## src/rtl/uart_pkg.sv

```systemverilog
// uart_pkg: shared constants, FSM encoding and parity helper
// for the parametrised UART core.
package uart_pkg;

  localparam int PAR_NONE = 0;
  localparam int PAR_ODD  = 1;
  localparam int PAR_EVEN = 2;
  localparam int MAX_BITS = 9;

  typedef enum logic [2:0] {
    ST_IDLE,
    ST_START,
    ST_DATA,
    ST_PARITY,
    ST_STOP
  } uart_state_t;

  // Zero-extended words do not change the reduction result.
  function automatic logic par_bit(
    input logic [MAX_BITS-1:0] w,
    input int                  mode
  );
    return (mode == PAR_ODD) ? ~^w : ^w;
  endfunction

endpackage

```

## src/rtl/uart_tick_gen.sv

```systemverilog
// uart_tick_gen: free-running divider, one-cycle tick every
// DIV clocks.
module uart_tick_gen #(
  parameter int DIV = 10
) (
  input  logic clk,
  input  logic rst_n,
  output logic tick
);

  localparam int W = (DIV > 1) ? $clog2(DIV) : 1;

  logic [W-1:0] cnt;

  assign tick = (cnt == W'(DIV - 1));

  always_ff @(posedge clk) begin
    if (!rst_n) begin
      cnt <= '0;
    end else if (tick) begin
      cnt <= '0;
    end else begin
      cnt <= cnt + W'(1);
    end
  end

endmodule

```

## src/rtl/uart_core_param.sv

```systemverilog
// uart_core_param: full-duplex UART, configurable width,
// parity and stop bits, 16x-oversampled receiver.
module uart_core_param #(
  parameter int CLK_HZ     = 1_600_000,
  parameter int BAUD       = 10_000,
  parameter int OVERSAMPLE = 16,
  parameter int DATA_BITS  = 8,
  parameter int PARITY     = 0,
  parameter int STOP_BITS  = 1
) (
  input  logic                 clk,
  input  logic                 rst_n,
  input  logic [DATA_BITS-1:0] tx_data,
  input  logic                 tx_valid,
  output logic                 tx_ready,
  output logic                 tx,
  output logic                 tx_done,
  input  logic                 rx,
  output logic [DATA_BITS-1:0] rx_data,
  output logic                 rx_valid,
  output logic                 rx_parity_err,
  output logic                 rx_frame_err
);
  import uart_pkg::*;

  localparam int DIV      = CLK_HZ / (BAUD * OVERSAMPLE);
  localparam int BIT_CLKS = DIV * OVERSAMPLE;
  localparam int CW       = $clog2(BIT_CLKS);
  localparam int OW       = $clog2(OVERSAMPLE);
  localparam int HALF     = OVERSAMPLE / 2;

  generate
    if (DIV < 1) begin : g_bad_div
      $error("uart_core_param: CLK_HZ below BAUD*OVERSAMPLE");
    end
  endgenerate

  logic tick;

  uart_tick_gen #(.DIV(DIV)) u_tick (
    .clk   (clk),
    .rst_n (rst_n),
    .tick  (tick)
  );

  // TX times bits in clocks from the acceptance edge, so a
  // frame is exact regardless of the shared tick phase.
  uart_state_t          tx_state, tx_next;
  logic [CW-1:0]        tx_cnt;
  logic [3:0]           tx_bit;
  logic [DATA_BITS-1:0] tx_sh;
  logic                 tx_par;
  logic                 tx_bit_end;
  logic                 tx_hs;

  assign tx_ready   = rst_n && (tx_state == ST_IDLE);
  assign tx_hs      = tx_valid && tx_ready;
  assign tx_bit_end = (tx_cnt == CW'(BIT_CLKS - 1));

  always_comb begin
    tx_next = tx_state;
    tx_done = 1'b0;
    tx      = 1'b1;
    unique case (tx_state)
      ST_IDLE: begin
        if (tx_hs) tx_next = ST_START;
      end
      ST_START: begin
        tx = 1'b0;
        if (tx_bit_end) tx_next = ST_DATA;
      end
      ST_DATA: begin
        tx = tx_sh[0];
        if (tx_bit_end && tx_bit == 4'(DATA_BITS - 1))
          tx_next = (PARITY != PAR_NONE) ? ST_PARITY : ST_STOP;
      end
      ST_PARITY: begin
        tx = tx_par;
        if (tx_bit_end) tx_next = ST_STOP;
      end
      ST_STOP: begin
        if (tx_bit_end && tx_bit == 4'(STOP_BITS - 1)) begin
          tx_next = ST_IDLE;
          tx_done = rst_n;
        end
      end
      default: tx_next = ST_IDLE;
    endcase
  end

  always_ff @(posedge clk) begin
    if (!rst_n) begin
      tx_state <= ST_IDLE;
      tx_cnt   <= '0;
      tx_bit   <= '0;
      tx_sh    <= '0;
      tx_par   <= 1'b0;
    end else begin
      tx_state <= tx_next;
      if (tx_hs) begin
        tx_cnt <= '0;
        tx_bit <= '0;
        tx_sh  <= tx_data;
        tx_par <= par_bit(MAX_BITS'(tx_data), PARITY);
      end else if (tx_state != ST_IDLE) begin
        tx_cnt <= tx_bit_end ? '0 : tx_cnt + CW'(1);
        if (tx_bit_end) begin
          tx_bit <= (tx_next != tx_state) ? '0 : tx_bit + 4'd1;
          if (tx_state == ST_DATA) tx_sh <= tx_sh >> 1;
        end
      end
    end
  end

  uart_state_t          rx_state, rx_next;
  logic                 rx_s1, rx_s2, rx_prev;
  logic [OW-1:0]        rx_os;
  logic [3:0]           rx_bit;
  logic [DATA_BITS-1:0] rx_sh;
  logic                 rx_pe, rx_fe;
  logic                 rx_samp;
  logic                 rx_fire;

  // Mid-start sample at half a bit, then every full bit.
  assign rx_samp = tick && ((rx_state == ST_START)
                 ? (rx_os == OW'(HALF - 1))
                 : (rx_os == OW'(OVERSAMPLE - 1)));

  always_comb begin
    rx_next = rx_state;
    rx_fire = 1'b0;
    unique case (rx_state)
      ST_IDLE: begin
        if (rx_prev && !rx_s2) rx_next = ST_START;
      end
      ST_START: begin
        if (rx_samp) rx_next = rx_s2 ? ST_IDLE : ST_DATA;
      end
      ST_DATA: begin
        if (rx_samp && rx_bit == 4'(DATA_BITS - 1))
          rx_next = (PARITY != PAR_NONE) ? ST_PARITY : ST_STOP;
      end
      ST_PARITY: begin
        if (rx_samp) rx_next = ST_STOP;
      end
      ST_STOP: begin
        if (rx_samp && rx_bit == 4'(STOP_BITS - 1)) begin
          rx_next = ST_IDLE;
          rx_fire = 1'b1;
        end
      end
      default: rx_next = ST_IDLE;
    endcase
  end

  always_ff @(posedge clk) begin
    if (!rst_n) begin
      rx_s1         <= 1'b1;
      rx_s2         <= 1'b1;
      rx_prev       <= 1'b1;
      rx_state      <= ST_IDLE;
      rx_os         <= '0;
      rx_bit        <= '0;
      rx_sh         <= '0;
      rx_pe         <= 1'b0;
      rx_fe         <= 1'b0;
      rx_data       <= '0;
      rx_valid      <= 1'b0;
      rx_parity_err <= 1'b0;
      rx_frame_err  <= 1'b0;
    end else begin
      rx_s1    <= rx;
      rx_s2    <= rx_s1;
      rx_prev  <= rx_s2;
      rx_state <= rx_next;
      rx_valid <= rx_fire;
      if (rx_state == ST_IDLE) begin
        rx_os  <= '0;
        rx_bit <= '0;
        rx_pe  <= 1'b0;
        rx_fe  <= 1'b0;
      end else if (tick) begin
        rx_os <= rx_samp ? '0 : rx_os + OW'(1);
        if (rx_samp) begin
          rx_bit <= (rx_next != rx_state) ? '0 : rx_bit + 4'd1;
          if (rx_state == ST_DATA)
            rx_sh <= {rx_s2, rx_sh[DATA_BITS-1:1]};
          if (rx_state == ST_PARITY)
            rx_pe <= rx_s2 ^ par_bit(MAX_BITS'(rx_sh), PARITY);
          if (rx_state == ST_STOP && !rx_s2)
            rx_fe <= 1'b1;
        end
      end
      if (rx_fire) begin
        rx_data       <= rx_sh;
        rx_parity_err <= rx_pe;
        rx_frame_err  <= rx_fe | ~rx_s2;
      end
    end
  end

endmodule

```

## config.mk

```make
export PLATFORM = sky130hd
export DESIGN_NAME = uart_core_param
export DESIGN_NICKNAME = d
export VERILOG_FILES = /design/src/rtl/uart_pkg.sv /design/src/rtl/uart_tick_gen.sv /design/src/rtl/uart_core_param.sv
export SDC_FILE = /design/constraint.sdc
export NUM_CORES = 1
export LEC_CHECK = 0
export BUFFER_PORTS_ARGS = -buffer_cell sky130_fd_sc_hd__clkbuf_2
export CAP_MARGIN = 25
export CORE_UTILIZATION = 56
export CTS_BUF_LIST = sky130_fd_sc_hd__clkbuf_4 sky130_fd_sc_hd__clkbuf_8
export DETAILED_ROUTE_END_ITERATION = 10
export PLACE_DENSITY = 0.78
export SLEW_MARGIN = 20
export SYNTH_ARGS = -nofsm -noshare
export SYNTH_HDL_FRONTEND = slang
export SYNTH_HIERARCHICAL = 1
export SYNTH_SLANG_ARGS = --single-unit
```

## constraint.sdc

```tcl
create_clock -name clk -period 2.04 [get_ports clk]
set_clock_uncertainty 0.15 [all_clocks]
set_input_delay 0.408 -clock clk [delete_from_list [all_inputs] [get_ports clk]]
set_output_delay 0.408 -clock clk [all_outputs]
set_load 0.01 [all_outputs]
```

Yosys cells after proc, flatten, opt, wreduce, memory -nomap -nowiden

Cells that the tools add are included.

Bits in registers: 63
Bits in latches: 0
RAM bits: 0
Memory bits (read-only): 0
Bits of input ports: 12
Output and inout port bits: 14
Memories kept: 0

$add $sub $neg: 5
Multiply operators: 0
Div/mod/pow operators: 0
Magnitude comparators: 0
Eq/ne operators: 16
Shift-type cells: 0
Mux-type cells: 27
Bitwise operators: 5
Reduce and logical (&&, ||, !) cells: 29

Operator list:

| kind                | number |
|---|---|
| $mux 8              | 5 |
| $mux 3              | 10 |
| $pmux 3 s5          | 2 |
| $reduce_xor 9->1    | 2 |
| $add 4x1->4 const B | 4 |
| $eq 3x2->1 const B  | 4 |
| $eq 4x3->1 const B  | 3 |
| $mux 4              | 3 |
| $logic_and 1x1->1   | 9 |
| $reduce_and 3->1    | 3 |
| $add 8x1->8 const B | 1 |
| $eq 4x4->1 const B  | 2 |
| $eq 8x8->1 const B  | 1 |
| $logic_not 4->1     | 2 |
| $eq 3x1->1 const B  | 2 |
| $eq 3x3->1 const B  | 2 |
| $logic_not 3->1     | 2 |
| $ne 3x3->1          | 2 |
| $reduce_bool 2->1   | 3 |
| $reduce_or 2->1     | 3 |
| $mux 1              | 5 |
| $reduce_and 2->1    | 2 |
| $reduce_and 4->1    | 1 |
| $not 1->1           | 3 |
| 6 further kinds     | 6 |

Logic depth before layout (Yosys ltp)

Depth after elaboration: 8
Depth in mapped cells: 10
Mapped depth without buffers: 8

Hierarchy

The synthesis kept the hierarchy.

By module, submodules not included:

| module          | times used | cells each | area each (sq um) | sequential area each (sq um) |
|---|---|---|---|---|
| uart_core_param | 1          | 322        | 2,889.0           | 1,181.1 |
| uart_tick_gen   | 1          | 19         | 192.7             | 80.1 |

Least setup slack after synthesis

No wires, ideal clock.

Kind: register to register
From: register u_tick.cnt[1]
To: register rx_bit[0]
Data arrival time: 1.959 ns
Setup slack: -0.127 ns
Cell stages (with the launch flop): 10
Path buffers: 1
Cell sequence: dfxtp_1 inv_1 ha_1 and3b_2 buf_2 and4_4 a2111oi_0 o21ai_1 a21oi_2 mux2_2

Word-level cells in the longest chain between the ends: 7

Ends and longest elaborated chain:

| what                                 | RTL line                                       | RTL |
|---|---|---|
| start, declared                      | uart_tick_gen.sv:13                            | `logic [W-1:0] cnt;` |
| start signal, assigned               | uart_tick_gen.sv:23                            | `cnt <= cnt + W'(1);` |
| $eq 4x4->1 *                         | uart_tick_gen.sv:15                            | `assign tick = (cnt == W'(DIV - 1));` |
| via tick                             | uart_core_param.sv:38                          | `logic tick;` |
| $logic_and 1x1->1                    | uart_core_param.sv:125                         | `assign rx_samp = tick && ((rx_state == ST_START)` |
| $logic_and 1x1->1 (on tied branches) | uart_core_param.sv:147, uart_core_param.sv:140 |  |
| $mux 3 (on tied branches)            | uart_core_param.sv:147, uart_core_param.sv:140 |  |
| $pmux 3 s5                           | uart_core_param.sv:132                         | `unique case (rx_state)` |
| $ne 3x3->1                           | uart_core_param.sv:185                         | `rx_bit <= (rx_next != rx_state) ? '0 : rx_bit + 4'd1;` |
| $mux 4                               | uart_core_param.sv:185                         |  |
| end signal, assigned                 | uart_core_param.sv:185                         |  |
| end, declared                        | uart_core_param.sv:118                         | `logic [3:0] rx_bit;` |

Mark *: on every way through the listed nets, which the timed path passes. The rest lies on a longest branch.
A chain may end at the register's enable or synchronous reset.

Worst setup path in the final report

From: register tx_cnt[1]
To: output tx_done

Word-level cells in the longest chain between the ends: 4

Ends and longest elaborated chain:

| what                   | RTL line               | RTL |
|---|---|---|
| start, declared        | uart_core_param.sv:49  | `logic [CW-1:0] tx_cnt;` |
| start signal, assigned | uart_core_param.sv:106 | `tx_cnt <= tx_bit_end ? '0 : tx_cnt + CW'(1);` |
| $eq 8x8->1             | uart_core_param.sv:58  | `assign tx_bit_end = (tx_cnt == CW'(BIT_CLKS - 1));` |
| $logic_and 1x1->1      | uart_core_param.sv:82  | `if (tx_bit_end && tx_bit == 4'(STOP_BITS - 1)) begin` |
| $mux 1                 | uart_core_param.sv:82  |  |
| $mux 1                 | uart_core_param.sv:64  | `unique case (tx_state)` |
| end, declared          | uart_core_param.sv:17  | `output logic tx_done,` |

No other way between the ends.

==> results.md <==
* Worst hold path stage count at 2
* Worst R2R Path Depth at 9
* Critical Path Sink Type: output pin
* Routed Antenna Nets at 0
* # diodes at 0
* Async SR Flop Fraction at 0
* Post-route design area at 3729 sq um
* Dominant synthesized flop cell: dfxtp_1
* Slew HR at 0.7354
* Crit path launch type: flop
* Vias in the first global route at 2476
* Synth warn at 6
* Power density over the cells at 654.4 nW/um^2
* Total negative slack at -0.2282 ns
* Final worst path period share at 1.112
* Remaining DRCs at 0
* Worst-path fanout max at 2
* Die area at 5803 sq um
* Row cnt at 26
* Area leader, netlist: dfxtp_1
* Failing checks: negative setup slack
* Final slew viol count at 0
* Port Buf Inserts at 25
* Via-to-Cell Ratio at 5.514
* Initial DRC Count at 113
* DIE HEIGHT at 76.18 microns
* Top cell type's share of synthesized area at 0.4093
* Reg power frac at 0.526
* Worst VDD drop at 0.4978 mV
* Worst reg-to-reg setup slack at 0.03 ns
* Combinational power share at 0.097
* RD Place Congestion at 0.8788
* Min Tclk post-route at 2.268 ns
* Sink Count at 63
* Placed cell area at 3372 sq um
* Pin count of the biggest net entering global routing at 21
* Drt total wl at 6481 microns
* Slew at the pin with the worst max-slew slack at 0.3955 ns
* Outcome: complete, but fails checks
* Wirelength per Cell at 13.94 microns
* Pleak at 1.436 nW
* Post-synth EDFFs at 0
* Setup CP Type: flop to output pin
* Clk buf depth at 2
* CP Data Arrival Time at 1.71 ns
* RSZ-0062 raised after global routing: yes
* Net Sw Frac at 0.2550
* Mapped Avg Cell Area at 9.037 sq um
* Hold Slack at 0.09338 ns
* Uppermost routed layer: met4
* # H-tree levels at 3
* Met2 wire length at 3207 microns
* Worst EP required at 1.48 ns
* Internal power at 1.818 mW
* Overall Power at 2.440 mW
* First-pass GRT wire length at 10920 microns
* # hold bufs at CTS at 0
* Worst hold path class: input port to flop
* Commonest non-fill, non-tap cell in the layout: dfxtp_1
* Final setup viols at 1
* Seq/Total Area, Yosys at 0.4093
* Clock power frac at 0.377
* Synth unique cells at 55
* Initial Util at 0.5921
* Total gr overflow at 0
* Post-Syn Area at 3082 sq um
* Nets@finish at 410
* Top post-synthesis cells by area: dfxtp_1, mux2i_1, xnor2_1
* Met3 WL at 263 microns
* Synth Register Bits at 63
* Initial antenna violation count at 0
* Max Freq at 440.9 MHz
* CTS clk-pin slew, worst paths at 0.07 ns
* TritonCTS clock tree: built
* Die width at 76.18 microns
* IO Pins at 26
* Cell count after synthesis at 341
* Switch Pwr at 622.1 uW
* Syn Nets at 361
* Worst-Skew Late Latency at 0.34 ns
* CTS Buf Count at 9
* Core area at 5205 sq um
* Worst setup margin at -0.2282 ns
* DR vias at 2564
* Layout area overhead at 20.99%
* Gr usage total at 0.2354
* Most frequent cells in the layout: dfxtp_1, nand2_1, nor2_1
* TritonRoute pass-1 iters at 4
* M1 WL at 2941 microns
* Root buffer cell: clkbuf_8
* Max-cap violations at 0
* Dpl hpwl at 4358 microns
* Layout cells sized above 1 at 0.2633
* Final hold violations at 0
* Final Util at 0.7163
-- metrics by stage --
step	worst slack (ns)	cells
2_1_floorplan	0.00008094	341
3_3_place_gp	0.07984	438
3_5_place_dp	-0.004119	438
4_1_cts	-0.2491	459
5_1_grt	-0.2598	465
6_report	-0.2282	465
-- power groups by stage --
stage                     Sequential, mW  Combinational, mW  Clock, mW
after floorplan                     1.30              0.149          0
after global placement              1.31              0.197          0
after detailed placement            1.31              0.201          0
after CTS                           1.28              0.215      0.949
after global routing                1.28              0.260       1.01
final                               1.28              0.237      0.920
-- kinds of logic after synthesis --
logic type | count (synthesis) | synth area share
xor gates and xnor gates | 26 | 0.07836
and+or+nand+nor | 146 | 0.2525
DFF | 63 | 0.4093
muxes | 18 | 0.05887
buffers and inverters | 24 | 0.03857
adders and majority gates | 8 | 0.03248
AOI/OAI and AO/OA | 56 | 0.1299
-- cell usage after synthesis (2+ instances only) --
| master | number |
|---|---|
| nand4_2 | 2 |
| o21ai_0 | 5 |
| buf_2 | 8 |
| dfxtp_1 | 63 |
| nand2_1 | 38 |
| and4_1 | 2 |
| ha_1 | 8 |
| clkbuf_1 | 5 |
| buf_6 | 2 |
| nand4_1 | 5 |
| or3_1 | 2 |
| a21oi_1 | 20 |
| xor2_1 | 7 |
| nor2b_1 | 5 |
| a32oi_1 | 2 |
| a22oi_1 | 2 |
| nor3b_1 | 10 |
| nor3_1 | 4 |
| a32o_1 | 2 |
| inv_1 | 8 |
| a211oi_1 | 8 |
| or2_2 | 2 |
| mux2i_1 | 17 |
| nand3b_1 | 5 |
| and3_1 | 4 |
| nor2_1 | 39 |
| xnor2_1 | 18 |
| o21ai_1 | 2 |
| a221o_1 | 2 |
| nand2b_1 | 12 |
| nand3_1 | 8 |
-- layout make-up --
cell class,instances,area (sq um)
sequential,63,1271
tap,70,87.58
clock inverter,6,37.54
multi-input combinational,254,1813
clock buffer,10,131.4
timing repair buffer,54,357.8
fill,403,1476
inverter,8,30.03
-- flip-flops by register name, summed over array words and instances, names as in the netlist, 3 cells and up --
name	count
rx_data	8
rx_bit	4
rx_state	3
tx_cnt	8
rx_sh	8
u_tick/cnt	4
tx_sh	8
rx_os	4
tx_bit	4
tx_state	3
-- repair_timing --
item / CTS / global route
buffers inserted: 5 / 6
endpoints found under the setup margin: 7 / 14
pin swaps: 6 / 7
gates resized for setup: 12 / 17
-- path summary, 6_finish.rpt --
check / startpoint / to
min reg2reg: rx_s1 / rx_s2
max reg2reg: tx_cnt[1] / tx_sh[5]
min: rx / rx_s1
max: tx_cnt[1] / tx_done
-- metal layers --
metal | vias up | GRT usage
met3 | 5 | 0.07425
met2 | 52 | 0.4000
met4 | 0 | 0.07500
met5 | - | 0
met1 | 1215 | 0.2825
li1 | 1292 | -
-- critical path: stages, from the launching register on --
cell	delay (ns)
dfxtp_2	0.37
ha_4	0.14
and3_4	0.19
nand4_4	0.09
nor4b_4	0.24
and4_1	0.21
buf_2	0.12
No activity file was read; power rests on OpenSTA's default activity.
